File: src/rtl/relay_req_if.sv
// Request channel of the relay break-before-make sequencer: a valid/ready
// handshake carrying the target channel select (0 = all open).
interface relay_req_if #(
   parameter int SEL_W = 3
) ();
   logic             req_valid;
   logic             req_ready;
   logic [SEL_W-1:0] req_sel;

   modport master (output req_valid, output req_sel, input  req_ready);
   modport slave  (input  req_valid, input  req_sel, output req_ready);
endinterface

File: src/rtl/relay_break_make_seq.sv
// Break-before-make relay coil sequencer: opens all coils, waits BREAK_CYCLES,
// closes the requested coil, waits SETTLE_CYCLES, then pulses done.
// Optional feature macro: RELAY_SEQ_HOLD_PWM_EN (PWM hold drive after settle).
module relay_break_make_seq #(
   parameter int N_CH          = 4,
   parameter int SEL_W         = 3,
   parameter int BREAK_CYCLES  = 16,
   parameter int SETTLE_CYCLES = 64,
`ifdef RELAY_SEQ_HOLD_PWM_EN
   parameter int HOLD_DUTY     = 8,
`endif
   parameter int CNT_W         = 8
) (
   input  logic              clk,
   input  logic              rst_n,
   relay_req_if.slave        req,
   input  logic              open_all,
   output logic [N_CH-1:0]   coil,
   output logic [SEL_W-1:0]  active_sel,
   output logic              busy,
   output logic              done,
   output logic              err
);

   typedef enum logic [1:0] {IDLE, BREAK, MAKE, DONE} state_t;

   localparam logic [CNT_W-1:0] BREAK_LOAD  = CNT_W'(BREAK_CYCLES - 1);
   localparam logic [CNT_W-1:0] SETTLE_LOAD = CNT_W'(SETTLE_CYCLES - 1);
   localparam logic [SEL_W-1:0] MAX_SEL     = SEL_W'(N_CH);

   state_t            state_q, state_d;
   logic [SEL_W-1:0]  tgt_q, tgt_d;
   logic [CNT_W-1:0]  timer_q, timer_d;
   logic [N_CH-1:0]   coil_q, coil_d;
   logic [SEL_W-1:0]  active_q, active_d;
   logic              err_q, err_d;
   logic [N_CH-1:0]   tgt_onehot;

   always_comb begin
      for (int i = 0; i < N_CH; i++) begin
         tgt_onehot[i] = (tgt_q == SEL_W'(i + 1));
      end
   end

   always_comb begin
      // NOTE: every next-value signal gets its hold value first so no branch can infer a latch.
      state_d  = state_q;
      tgt_d    = tgt_q;
      timer_d  = timer_q;
      coil_d   = coil_q;
      active_d = active_q;
      err_d    = err_q;

      unique case (state_q)
         IDLE: begin
            if (req.req_valid) begin
               tgt_d = req.req_sel;
               if (req.req_sel > MAX_SEL) begin
                  err_d   = 1'b1;
                  state_d = DONE;
               end else if (req.req_sel == active_q) begin
                  state_d = DONE;
               end else begin
                  coil_d   = '0;
                  active_d = '0;
                  timer_d  = BREAK_LOAD;
                  state_d  = BREAK;
               end
            end
         end
         BREAK: begin
            if (timer_q == '0) begin
               if (tgt_q == '0) begin
                  state_d = DONE;
               end else begin
                  coil_d  = tgt_onehot;
                  timer_d = SETTLE_LOAD;
                  state_d = MAKE;
               end
            end else begin
               timer_d = timer_q - CNT_W'(1);
            end
         end
         MAKE: begin
            if (timer_q == '0) begin
               active_d = tgt_q;
               state_d  = DONE;
            end else begin
               timer_d = timer_q - CNT_W'(1);
            end
         end
         DONE: begin
            err_d   = 1'b0;
            state_d = IDLE;
         end
      endcase

      // Emergency open wins over any sequence step, including a pending done.
      if (open_all) begin
         state_d  = IDLE;
         timer_d  = '0;
         coil_d   = '0;
         active_d = '0;
         err_d    = 1'b0;
      end
   end

   always_ff @(posedge clk or negedge rst_n) begin
      if (!rst_n) begin
         state_q  <= IDLE;
         tgt_q    <= '0;
         timer_q  <= '0;
         coil_q   <= '0;
         active_q <= '0;
         err_q    <= 1'b0;
      end else begin
         // NOTE: sequential state uses non-blocking assignments so all registers update from pre-edge values.
         state_q  <= state_d;
         tgt_q    <= tgt_d;
         timer_q  <= timer_d;
         coil_q   <= coil_d;
         active_q <= active_d;
         err_q    <= err_d;
      end
   end

   assign req.req_ready = (state_q == IDLE) && !open_all;
   assign busy          = (state_q != IDLE);
   assign done          = (state_q == DONE) && !open_all;
   assign err           = done && err_q;
   assign active_sel    = active_q;

`ifdef RELAY_SEQ_HOLD_PWM_EN
   logic       hold_q;
   logic [3:0] hold_cnt_q;
   logic       enter_hold;
   logic       pwm_on;

   assign enter_hold = (state_q == MAKE) && (state_d == DONE);
   assign pwm_on     = int'(hold_cnt_q) < HOLD_DUTY;

   always_ff @(posedge clk or negedge rst_n) begin
      if (!rst_n) begin
         hold_q     <= 1'b0;
         hold_cnt_q <= '0;
      end else begin
         hold_q     <= enter_hold || (hold_q && (coil_d != '0));
         hold_cnt_q <= enter_hold ? 4'd0 : hold_cnt_q + 4'd1;
      end
   end

   // Full drive during MAKE; duty-cycled only once the contact has settled.
   assign coil = (hold_q && !pwm_on) ? '0 : coil_q;
`else
   assign coil = coil_q;
`endif

endmodule

File: src/flat_wrapper.sv
// flat-port wrapper written by rule: the top's interface ports become plain ports
module relay_break_make_seq_flat 
#(
   parameter int N_CH          = 4,
   parameter int SEL_W         = 3,
   parameter int BREAK_CYCLES  = 16,
   parameter int SETTLE_CYCLES = 64,

   parameter int CNT_W         = 8
)
  (clk, rst_n, open_all, coil, active_sel, busy, done, err, req_req_valid, req_req_sel, req_req_ready);
  relay_req_if #(.SEL_W(SEL_W)) req_i ();
  input  logic clk;
  input  logic rst_n;
  input  logic open_all;
  output logic [N_CH-1:0] coil;
  output logic [SEL_W-1:0] active_sel;
  output logic busy;
  output logic done;
  output logic err;
  input wire logic [$bits(req_i.req_valid)-1:0] req_req_valid;
  input wire logic [$bits(req_i.req_sel)-1:0] req_req_sel;
  output wire logic [$bits(req_i.req_ready)-1:0] req_req_ready;
  assign req_i.req_valid = req_req_valid;
  assign req_i.req_sel = req_req_sel;
  assign req_req_ready = req_i.req_ready;
  relay_break_make_seq #(.N_CH(N_CH), .SEL_W(SEL_W), .BREAK_CYCLES(BREAK_CYCLES), .SETTLE_CYCLES(SETTLE_CYCLES), .CNT_W(CNT_W)) u_core (.clk(clk), .rst_n(rst_n), .req(req_i), .open_all(open_all), .coil(coil), .active_sel(active_sel), .busy(busy), .done(done), .err(err));
endmodule
File: config.mk
export PLATFORM = sky130hd
export DESIGN_NAME = relay_break_make_seq_flat
export DESIGN_NICKNAME = d
export VERILOG_FILES = /design/src/rtl/relay_req_if.sv /design/src/rtl/relay_break_make_seq.sv /design/src/flat_wrapper.sv
export SDC_FILE = /design/constraint.sdc
export NUM_CORES = 1
export LEC_CHECK = 0
export BUFFER_PORTS_ARGS = -buffer_cell sky130_fd_sc_hd__buf_2
export CAP_MARGIN = 10
export CORE_MARGIN = 10
export CORE_UTILIZATION = 50
export CTS_BUF_LIST = sky130_fd_sc_hd__clkbuf_16
export CTS_CLUSTER_SIZE = 20
export DETAILED_ROUTE_END_ITERATION = 7
export GPL_ROUTABILITY_DRIVEN = 0
export PLACE_DENSITY = 0.81
export SLEW_MARGIN = 40
export SYNTH_ARGS = -nofsm -noshare
export SYNTH_HDL_FRONTEND = slang
export SYNTH_SLANG_ARGS = --single-unit
File: constraint.sdc
create_clock -name clk -period 2.2 [get_ports clk]
set_input_delay 0.11 -clock clk [delete_from_list [all_inputs] [get_ports clk]]
set_output_delay 0.11 -clock clk [all_outputs]
set_load 0.05 [all_outputs]
==> results.sh <==
export IMPL_die_h_um=74.5
export IMPL_synth_nets=172
export IMPL_worstHoldEndpoint="u_core.tgt_q[2]$_DFFE_PN0P_"
export IMPL_fmax_ghz=0.468
export IMPL_fill_cells=215
export IMPL_power_density_nw_per_um2=1360
export IMPL_fin_nets=205
export IMPL_syn2layout_area_growth_pct=21.9
export IMPL_dr_pass1_iters=4
export IMPL_fin_util_pct=64.4
export IMPL_grt_total_usage_pct=14.3
export IMPL_grt_first_pass_wirelength_um=6220
export IMPL_initial_core_util_pct=52.9
export IMPL_r2r_end="u_core.coil[1]$_DFFE_PN0P_"
export IMPL_drt_iter0_drc=88
export IMPL_synth_area_leaders="dfrtp_1 35%, ha_1 5.1%, mux2_2 4.6%"
export IMPL_numCtsBuffers=3
export IMPL_path_clk_slew_ps=60
export IMPL_ff2ff_path_depth=7
export IMPL_drcViolationCount=0
export IMPL_synth_seq_cells=21
export IMPL_die_area_um2=5540
export IMPL_syn_area_per_cell_um2=9.32
export IMPL_die_w_um=74.5
export IMPL_hp_start="req_req_sel[2]"
export IMPL_synth_edf_count=0
export IMPL_cap_viol_max_count=0
export IMPL_min_path_type="input pin to flip-flop"
export IMPL_ys_seq_area_share_pct=35.4
export IMPL_viasPerCell=6.20
export IMPL_ys_warn_count=0
export IMPL_syn_area_um2=1480
export IMPL_endpoint_kind="flip-flop"
export IMPL_rsz0062_at_grt="false"
export IMPL_synth_top_area_share_pct=35.4
export IMPL_crit_arrival_ps=2270
export IMPL_coreArea_um2=2810
export IMPL_slew_violations=0
export IMPL_multiInputGateArea_um2=913
export IMPL_ios=18
export IMPL_fin_setup_tns_ps=0
export IMPL_root_buffer="clkbuf_16"
export IMPL_clkLatencyLatePin_ps=250
export IMPL_synth_common_cells="21 x dfrtp_1, 15 x nor2_1, 13 x inv_1"
export IMPL_htree_levels=1
export IMPL_p_leak_nw=0.869
export IMPL_run_status="finished clean"
export IMPL_wl_per_cell_um=17.5
export IMPL_antenna_found_initial=0
export IMPL_holdPathStages=2
export IMPL_fin_cells=222
export IMPL_yosysTopAreaCell="dfrtp_1"
export IMPL_yosys_cell_types_count=47
export IMPL_drive_gt1_share_pct=29.8
export IMPL_grt_pass1_vias=1303
export IMPL_yosysMostFrequentCell="dfrtp_1"
export IMPL_grt_max_degree=22
export IMPL_finalSetupViolCount=0
export IMPL_fin_worst_skew_ps=3.10
export IMPL_finalCriticalPeriod_ps=2140
export IMPL_rrSetupSlack_ps=60
export IMPL_dp_cells=214
export IMPL_synth_top_flop_cell="dfrtp_1"
export IMPL_dr_total_vias=1377
export IMPL_wl_um=3890
export IMPL_seqCellArea_um2=527
export IMPL_worstSetupPathType="flip-flop to flip-flop"
export IMPL_hold_violations=0
export IMPL_dp_final_hpwl_um=2830
export IMPL_async_reset_ff_share_pct=100
export IMPL_cts_buffer_depth=2
export IMPL_cts_tree="built"
export IMPL_rr_startpoint="u_core.timer_q[0]$_DFFE_PN0P_"
export IMPL_cts_sinks=21
export IMPL_portBuffers=17
export IMPL_relSlewSlack_pct=68.0
export IMPL_synth_cells=159
export IMPL_max_vdd_ir_drop_mv=1.00
export IMPL_period_share_pct=97.1
export IMPL_rows=19
export IMPL_diodes=0
export IMPL_cp_max_fo=5
export IMPL_final_antenna_net_count=0
export IMPL_cp_required_ps=2340
export IMPL_grt_ovfl_total=0
export IMPL_cp_start_kind="flip-flop"
export IMPL_tightest_slew_ps=479
state kept, by name (all words and copies together) (netlist names):
signal             flops
u_core.state_q         2
u_core.coil            4
u_core.tgt_q           3
u_core.err_q           1
u_core.timer_q         8
u_core.active_sel      3
worst max-delay path by stage:
stage	depth (start not counted)	from	endpoint	slack [ps]
5_1_grt	7	u_core.timer_q[0]$_DFFE_PN0P_	u_core.coil[1]$_DFFE_PN0P_	3
3_5_place_dp	7	u_core.timer_q[1]$_DFFE_PN0P_	u_core.coil[1]$_DFFE_PN0P_	50
6_report	7	u_core.timer_q[0]$_DFFE_PN0P_	u_core.coil[1]$_DFFE_PN0P_	60
3_3_place_gp	7	u_core.timer_q[1]$_DFFE_PN0P_	u_core.coil[2]$_DFFE_PN0P_	90
4_1_cts	7	u_core.timer_q[1]$_DFFE_PN0P_	u_core.coil[1]$_DFFE_PN0P_	20
2_1_floorplan	7	u_core.state_q[0]$_DFFE_PN0P_	u_core.timer_q[3]$_DFFE_PN0P_	-40
repair_timing:
item	in CTS	in global routing
hold buffers	1	0
buffers inserted	0	3
setup endpoints to repair	0	7
endpoints found under the hold margin	21	0
gates resized for setup	0	3
report_power, final:
| group | switching [mW] | internal (mW) | leakage, nW |
|---|---|---|---|
| clock network | 0.137 | 0.242 | 0.0423 |
| registers | 0.135 | 0.490 | 0.277 |
| logic | 0.845 | 0.602 | 0.550 |
layer usage:
layer	GRT usage, %	wire length (µm)
met5	0	0
met4	5.46	64
met3	4.12	280
met2	22.3	1850
met1	18.2	1700
critical path, stage by stage, from the launching register on:
cell	delay [ps]
dfrtp_1	380
inv_1	80
ha_1	160
or3b_4	420
o31ai_4	220
a21oi_2	100
a211o_4	360
mux2_4	300
cell usage in the layout, fill, tap and decap left out, types with 3 or more instances in the layout:
master	n
dfrtp_1	20
o21ai_0	10
nor3_1	8
inv_1	14
mux2_4	4
o211ai_1	3
buf_4	14
nand2_1	11
buf_2	17
nor2_1	14
o31ai_1	3
or3_1	3
mux2_2	6
a22o_1	4
clkbuf_16	3
a21oi_1	12
ha_1	6
per-stage QoR:
| stage | setup WS (ps) | power, mW | cell area, µm² | hold WS, ps |
|---|---|---|---|---|
| after floorplan | -38.3 | 1.56 | 1490 | -186 |
| after global placement | 85.2 | 1.94 | 1680 | 84.0 |
| after detailed placement | 49.0 | 1.98 | 1680 | 91.8 |
| after CTS | 23.9 | 2.38 | 1770 | 156 |
| after global routing | 3.38 | 2.62 | 1810 | 154 |
| final | 62.9 | 2.45 | 1810 | 155 |
kinds of logic after synthesis:
| logic type | after synthesis | share of synthesized area [%] |
|---|---|---|
| AND/OR/NAND/NOR | 52 | 17.7 |
| AO/OA/AOI/OAI | 50 | 26.8 |
| flip-flops | 21 | 35.4 |
| buffers and inverters | 17 | 4.47 |
| multiplexers | 11 | 9.28 |
| adder cells (fa/ha/maj) | 6 | 5.06 |
| XOR/XNOR | 2 | 1.18 |
cell type report:
class	count	area share [%]
clock buffers	3	4.16
clock inverters	1	0.208
inverters	13	2.70
multi-input cells	121	50.6
flip-flops and latches	21	29.2
well taps	31	2.15
repair buffers	32	11.1
No activity file was read; power rests on OpenSTA's default activity.
